$ cat config.mk
export PLATFORM = sky130hd
export DESIGN_NAME = text_overlay_render
export DESIGN_NICKNAME = d
export VERILOG_FILES = /design/src/rtl/text_overlay_render.sv
export SDC_FILE = /design/constraint.sdc
export NUM_CORES = 1
export LEC_CHECK = 0
export BUFFER_PORTS_ARGS = -buffer_cell sky130_fd_sc_hd__buf_2
export CAP_MARGIN = 20
export CORE_UTILIZATION = 50
export CTS_CLUSTER_DIAMETER = 30
export DETAILED_ROUTE_END_ITERATION = 16
export MAX_ROUTING_LAYER = met4
export PLACE_DENSITY = 0.7
export REMOVE_ABC_BUFFERS = 1
export SYNTH_ARGS = -nofsm -noshare
export SYNTH_HDL_FRONTEND = slang
export SYNTH_SLANG_ARGS = --single-unit
export TNS_END_PERCENT = 10
$ cat constraint.sdc
create_clock -name vga_clk -period 6.1 [get_ports vga_clk]
set_input_delay 0.61 -clock vga_clk [delete_from_list [all_inputs] [get_ports vga_clk]]
set_output_delay 0.61 -clock vga_clk [all_outputs]
set_load 0.1 [all_outputs]
$ cat src/rtl/text_overlay_render.sv
// text_overlay_render
// Draws NUM_LINES text lines over the VGA pixel stream. Each line has its own
// origin, power-of-two scale, RGB565 colour and blink enable. Characters are
// held in an internal RAM that is swept to spaces after reset. Glyph rows come
// from an external registered ROM. Pixel latency is a fixed 3 cycles with no
// stalls:
//   N   : hit test on screen_x/screen_y
//   N+1 : char RAM read -> glyph_code/glyph_row
//   N+2 : glyph_bits arrive from the ROM
//   N+3 : pix_data
// The write port has no back-pressure. Every cycle in which wr_en is high
// while the block is in RUN commits exactly one write. Writes made while busy
// is high are dropped.
module text_overlay_render #(
    parameter int          NUM_LINES    = 2,
    parameter int          MAX_CHARS    = 16,
    parameter int          GLYPH_W      = 16,
    parameter int          GLYPH_H      = 16,
    parameter int          BLINK_FRAMES = 30,
    parameter logic [15:0] BG_COLOUR    = 16'h0000,
    localparam int         LW           = (NUM_LINES > 1) ? $clog2(NUM_LINES) : 1,
    localparam int         CW           = $clog2(MAX_CHARS),
    localparam int         RW           = $clog2(GLYPH_H)
) (
    input  logic                    vga_clk,
    input  logic                    sys_rst_n,
    input  logic [9:0]              screen_x,
    input  logic [9:0]              screen_y,
    input  logic                    frame_start,
    input  logic [NUM_LINES*10-1:0] line_x,
    input  logic [NUM_LINES*10-1:0] line_y,
    input  logic [NUM_LINES*2-1:0]  line_scale,
    input  logic [NUM_LINES*16-1:0] line_colour,
    input  logic [NUM_LINES-1:0]    line_blink,
    input  logic                    wr_en,
    input  logic [LW-1:0]           wr_line,
    input  logic [CW-1:0]           wr_col,
    input  logic [4:0]              wr_char,
    output logic                    busy,
    output logic [4:0]              glyph_code,
    output logic [RW-1:0]           glyph_row,
    input  logic [GLYPH_W-1:0]      glyph_bits,
    output logic [15:0]             pix_data,
    output logic                    state_dbg
);

    localparam int XW    = $clog2(GLYPH_W);
    localparam int AW    = LW + CW;
    localparam int DEPTH = NUM_LINES * MAX_CHARS;
    // Box arithmetic is done this wide so that a right or bottom edge past
    // 1023 never wraps back onto the screen.
    localparam int EW    = 24;
    localparam int BCW   = (BLINK_FRAMES > 1) ? $clog2(BLINK_FRAMES) : 1;

    localparam logic [AW-1:0]  LAST_ADDR   = AW'(DEPTH - 1);
    localparam logic [BCW-1:0] LAST_BLINK  = BCW'(BLINK_FRAMES - 1);
    localparam logic [LW:0]    LINES_W     = (LW + 1)'(NUM_LINES);
    localparam logic [4:0]     CH_SPACE    = 5'd26;
    localparam logic [4:0]     CH_LAST_VIS = 5'd25;
    localparam logic [XW-1:0]  PX_MSB      = XW'(GLYPH_W - 1);

    typedef enum logic {ST_CLEAR, ST_RUN} state_t;

    state_t          state_q, state_d;
    logic [AW-1:0]   clr_addr_q, clr_addr_d;
    logic            clr_we;
    logic            run;

    // The RAM is addressed as {line, col}. Because MAX_CHARS is a power of
    // two, the linear clear sweep 0..DEPTH-1 covers exactly every valid
    // {line, col}.
    logic [4:0]      char_ram [2**AW];
    logic [LW:0]     wr_line_ext;
    logic            user_we;
    logic [AW-1:0]   wr_addr;
    logic [AW-1:0]   rd_addr;

    logic [BCW-1:0]  blink_cnt;
    logic            blink_hidden;

    logic [EW-1:0]   px_x, px_y, lx, ly, box_w, box_h, sx, sy;
    logic [1:0]      sc;
    logic            hit, hit_v, hit_blink;
    logic [LW-1:0]   hit_line;
    logic [CW-1:0]   hit_col;
    logic [XW-1:0]   hit_px;
    logic [RW-1:0]   hit_row;
    logic [15:0]     hit_colour;

    logic            s1_hit, s1_hide;
    logic [XW-1:0]   s1_px;
    logic [15:0]     s1_colour;
    logic            s2_hit, s2_hide, s2_draw;
    logic [XW-1:0]   s2_px;
    logic [15:0]     s2_colour;

    assign run       = (state_q == ST_RUN);
    assign busy      = (state_q == ST_CLEAR);
    assign state_dbg = run;

    // State register for the clear sweep / run controller.
    always_ff @(posedge vga_clk or negedge sys_rst_n) begin
        if (!sys_rst_n) begin
            state_q    <= ST_CLEAR;
            clr_addr_q <= '0;
        end else begin
            state_q    <= state_d;
            clr_addr_q <= clr_addr_d;
        end
    end

    // Next state: sweep one RAM address per cycle, then run forever.
    always_comb begin
        state_d    = state_q;
        clr_addr_d = clr_addr_q;
        clr_we     = 1'b0;
        case (state_q)
            ST_CLEAR: begin
                clr_we     = 1'b1;
                clr_addr_d = clr_addr_q + 1'b1;
                if (clr_addr_q == LAST_ADDR) begin
                    state_d    = ST_RUN;
                    clr_addr_d = '0;
                end
            end
            ST_RUN:  state_d = ST_RUN;
            default: state_d = ST_CLEAR;
        endcase
    end

    // Writes to lines that do not exist are dropped rather than aliased.
    assign wr_line_ext = {1'b0, wr_line};
    assign user_we     = wr_en && run && (wr_line_ext < LINES_W);
    assign wr_addr     = {wr_line, wr_col};
    assign rd_addr     = {hit_line, hit_col};

    // Char RAM write port. The clear sweep owns the port until RUN.
    always_ff @(posedge vga_clk) begin
        if (clr_we) begin
            char_ram[clr_addr_q] <= CH_SPACE;
        end else if (user_we) begin
            char_ram[wr_addr] <= wr_char;
        end
    end

    // Blink phase advances only on frame_start, so a frame never tears.
    always_ff @(posedge vga_clk or negedge sys_rst_n) begin
        if (!sys_rst_n) begin
            blink_cnt    <= '0;
            blink_hidden <= 1'b0;
        end else if (frame_start) begin
            if (blink_cnt == LAST_BLINK) begin
                blink_cnt    <= '0;
                blink_hidden <= ~blink_hidden;
            end else begin
                blink_cnt <= blink_cnt + 1'b1;
            end
        end
    end

    // Hit test. Lines are scanned from highest to lowest index, so the lowest
    // index that contains the pixel is the one that ends up selected.
    always_comb begin
        hit        = 1'b0;
        hit_line   = '0;
        hit_col    = '0;
        hit_px     = '0;
        hit_row    = '0;
        hit_colour = BG_COLOUR;
        hit_blink  = 1'b0;
        px_x       = EW'(screen_x);
        px_y       = EW'(screen_y);
        lx         = '0;
        ly         = '0;
        sc         = '0;
        box_w      = '0;
        box_h      = '0;
        sx         = '0;
        sy         = '0;
        for (int i = NUM_LINES - 1; i >= 0; i--) begin
            lx    = EW'(line_x[10*i +: 10]);
            ly    = EW'(line_y[10*i +: 10]);
            sc    = line_scale[2*i +: 2];
            box_w = EW'(MAX_CHARS * GLYPH_W) << sc;
            box_h = EW'(GLYPH_H) << sc;
            if (px_x >= lx && px_x < lx + box_w && px_y >= ly && px_y < ly + box_h) begin
                sx         = (px_x - lx) >> sc;
                sy         = (px_y - ly) >> sc;
                hit        = 1'b1;
                hit_line   = LW'(i);
                hit_col    = CW'(sx >> XW);
                hit_px     = XW'(sx);
                hit_row    = RW'(sy);
                hit_colour = line_colour[16*i +: 16];
                hit_blink  = line_blink[i];
            end
        end
    end

    // No foreground is drawn while the RAM is still being cleared.
    assign hit_v = hit && run;

    // Stage 1: registered char RAM read drives the ROM address.
    always_ff @(posedge vga_clk or negedge sys_rst_n) begin
        if (!sys_rst_n) begin
            glyph_code <= CH_SPACE;
            glyph_row  <= '0;
            s1_hit     <= 1'b0;
            s1_px      <= '0;
            s1_colour  <= BG_COLOUR;
            s1_hide    <= 1'b0;
        end else begin
            glyph_code <= hit_v ? char_ram[rd_addr] : CH_SPACE;
            glyph_row  <= hit_v ? hit_row : '0;
            s1_hit     <= hit_v;
            s1_px      <= hit_px;
            s1_colour  <= hit_colour;
            s1_hide    <= hit_blink && blink_hidden;
        end
    end

    // Stage 2: wait for the ROM. Decide here whether the code is a drawable
    // letter; space and blank codes never draw foreground.
    always_ff @(posedge vga_clk or negedge sys_rst_n) begin
        if (!sys_rst_n) begin
            s2_hit    <= 1'b0;
            s2_draw   <= 1'b0;
            s2_px     <= '0;
            s2_colour <= BG_COLOUR;
            s2_hide   <= 1'b0;
        end else begin
            s2_hit    <= s1_hit;
            s2_draw   <= (glyph_code <= CH_LAST_VIS);
            s2_px     <= s1_px;
            s2_colour <= s1_colour;
            s2_hide   <= s1_hide;
        end
    end

    // Stage 3: select the glyph bit (MSB is the leftmost pixel) and register
    // the output pixel.
    always_ff @(posedge vga_clk or negedge sys_rst_n) begin
        if (!sys_rst_n) begin
            pix_data <= '0;
        end else if (s2_hit && s2_draw && !s2_hide && glyph_bits[PX_MSB - s2_px]) begin
            pix_data <= s2_colour;
        end else begin
            pix_data <= BG_COLOUR;
        end
    end

endmodule
==> metrics <==
arrival time worst endpoint=5.48 ns; DR vias=roughly 10,000; part of the Yosys area used for sequential elements=between 50% and 60%; Slew Viols, Final=0; # IOs=~160; Crit Path Category=input pin to flop; hold depth=2; commonest cells after routing, fill and taps aside=edfxtp_1, buf_2, nand2_1; clk sinks=roughly 240; Top Family by Delay on Critical Path=simple AND/OR/NAND/NOR gates; GRT Util Overall=25.24%; NumNets Final=approximately 1,600; routed len/inst=18.94 um; slowest cell delay on critical path=0.51 ns; final WL=between 30,000 and 40,000 um; Core ar.=0.02606 sq mm; grt total ovfl=0; cts bufs inserted=42; clk_skew=0.01783 ns; GRT busiest layer=met2; crit path cell chain=buf_2, nor2b_1, xnor2_1, ha_1, a2111oi_1, or3_4, xnor2_1, ha_1, a211oi_1, o211ai_1, o22ai_1, o21ba_1, nor4_4, buf_4, nand2b_2, nand2_4, mux2_2, o211a_1, o21ai_0, nand4_1; initial core utilization=between 50% and 60%; overall power=0.004861 W; WHS Endpoint=s1_colour[11]; antenna-violating nets left=0; Hold Path Origin=line_colour[27]; Final Hold Fails=0; area of the die=0.02728 sq mm; via/cell ratio=5.823; max-cap viol count=0; Pleak=~6.8 nW; mapped cell area=0.01331 sq mm; Setup-failing EPs final=0; Synth async-reset ratio=33.88%; Port Buf Inserts=154; Post-synth top flop=edfxtp_1; Die Y-Extent=approximately 170 um; Period minus WS final=about 5 ns; Worst VDD drop=0.2608 mV; initial antenna violation count=0; DRC violations left=0; Cells after Synth=1,195; area delta synth->final=18.76%; Syn Area/Cell=approximately 11 sq um; Die Width=165.2 um; drt first pass iters=5; slowest stage cell, crit path=nand2_4; worst skew pair latency=0.52 ns; total negative slack=0 ns; GR Layer Usage met2=39.88%; post-synthesis register bit count=242; root buffer selected by CTS=clkbuf_16; WP buf/inv=2; worst-path maximum fanout=44; status=finished, final reports clean; fmax=195.6 MHz; placed wire-length estimate=approximately 23,000 um; vias in the first global route=between 9,000 and 10,000; RR Endpoint=char_ram[20][0]; met1 usage=33.49%; RSZ-0062 raised after global routing=false; Worst-Margin Slew=0.9354 ns; First DRT Iteration DRCs=857; FP Rows=approximately 60; global-route wire length before repair=~50,000 um; register-to-register setup slack=3.56 ns; PD cells=307.5 mW/mm^2; Reg2Reg Depth=4; largest net degree at the start of global routing=83; Hold Crit Class=input pin to flop; Relative slew margins=around 37%; CTS tree=done; fin crit share=between 80% and 90%; Crit Reg-Reg Startpoint=state_dbg; Crit. End Element=flop; Antenna Cells=0; Critical Path Source Type=input pin; met3 GRT Util=4.071%; commonest non-fill, non-tap cell in the layout=edfxtp_1; Reg clk slew, reported paths=0.05 ns; number of flops mapped to enable cells by yosys=160; Crit path required time=6.47 ns; # fillers=2,098; number of distinct library cells after synthesis=92; Synth Warn #=0; GP Congestion=0.9095; Clock Path Buffers=3; share of layout cells above drive strength 1=20.76%; CTS HTree Levels=2
## metrics by stage
stage | hold slack [ns] | instances | utilization, % | setup slack (ns) | cell area, sq um
2_1_floorplan | 0.3144 | 1145 | - | 0.07961 | 13040
3_3_place_gp | 0.3332 | 1650 | 55.19 | 0.6823 | 14380
3_5_place_dp | 0.3347 | 1653 | 55.34 | 0.5038 | 14420
4_1_cts | 0.3097 | 1730 | 60.52 | 1.027 | 15770
5_1_grt | 0.3144 | 1732 | 60.67 | 0.7282 | 15810
6_report | 0.3265 | 1732 | 60.67 | 0.9876 | 15810
## state kept, by name, indices dropped and copies added, names as in the netlist, 4 cells and up
signal      count
char_ram      160
pix_data       16
s1_colour      16
s2_colour      16
blink_cnt       5
clr_addr_q      5
glyph_code      5
glyph_row       4
s1_px           4
s2_px           4
## worst max-delay path by stage
stage                        from             to  slack, ns  depth (start not counted)
global placement    line_scale[0]  glyph_code[2]       0.68                         19
detailed placement  line_scale[0]  glyph_code[2]       0.50                         20
finish              line_scale[0]  glyph_code[2]       0.99                         20
CTS                 line_scale[0]  glyph_code[2]       1.03                         20
global route        line_scale[0]  glyph_code[2]       0.73                         20
floorplan           line_scale[0]  glyph_code[3]       0.08                         18
## final cells by class
cell class,instances,area (sq um),share of cell area [%]
Sequential cell,242,6860,43.40
Timing Repair Buffer,175,980.9,6.205
Inverter,68,255.2,1.615
Tap cell,335,419.2,2.651
Multi-Input combinational cell,835,5942,37.59
Clock buffer,50,1102,6.973
Clock inverter,27,249.0,1.575
## cell usage after synthesis (7+ instances only)
library cell    n  area [sq um]
a211oi_1       11         82.58
a21o_1         18         135.1
a21oi_1        68         340.3
a221oi_1        7         61.31
a22o_1         19         166.4
a22oi_1        16         120.1
a31oi_1        10         62.56
and2_1         20         125.1
buf_2           8         40.04
clkbuf_1       25         93.84
dfrtp_1        79          1977
edfxtp_1      160          4805
ha_1           71         888.4
inv_1          66         247.7
mux2_2         12         135.1
mux2i_1        63         630.6
nand2_1       102         382.9
nand2b_1       16         100.1
nand3_1        29         145.1
nand3b_1        7         52.55
nand4_1        13         81.33
nor2_1        101         379.1
nor2b_1        15         93.84
nor3_1         16         80.08
o211ai_1       17         127.6
o21ai_0        48         240.2
o22ai_1         8         50.05
or2_2           7         43.79
xnor2_1        19         166.4
xor2_1         12         105.1
## report_power, final
group	switching [W]	internal (W)	total (W)
sequential	0.0000309	0.00181	0.00184
clock	0.000803	0.00139	0.00220
combinational	0.000504	0.000318	0.000822
total	0.00134	0.00352	0.00486
## logic make-up (layout without fill, tap and decap cells)
group | count (synthesis) | count (layout) | synth area share, %
AO/OA/AOI/OAI | 287 | 287 | 14.90
adder cells (fa/ha/maj) | 76 | 76 | 7.350
XOR/XNOR | 31 | 31 | 2.040
AND/OR/NAND/NOR | 356 | 356 | 13.07
flip-flops | 242 | 242 | 51.54
buffers and inverters | 118 | 320 | 3.967
multiplexers | 85 | 85 | 7.134
## worst reg2reg max path, cell delays in order (launching register included)
cell,delay [ns]
dfrtp_1,0.65
nand2_1,0.37
mux2i_1,0.40
nand2_1,0.25
nor2_1,0.50
## per-layer routing
| layer | part of all wire, % | wire (um) | vias to the layer above |
|---|---|---|---|
| met3 | 7.2 | 2368 | 62 |
| met5 | 0 | 0 | - |
| li1 | - | - | 4778 |
| met1 | 43 | 14230 | 4850 |
| met2 | 47 | 15460 | 396 |
| met4 | 2.3 | 741 | 0 |
## timing repair
item | in CTS | in global routing
gates resized for setup | 0 | 0
endpoints found under the hold margin | 0 | 7
setup buffers | 0 | 0
hold buffers | 0 | 1
No activity file was read; power rests on OpenSTA's default activity.
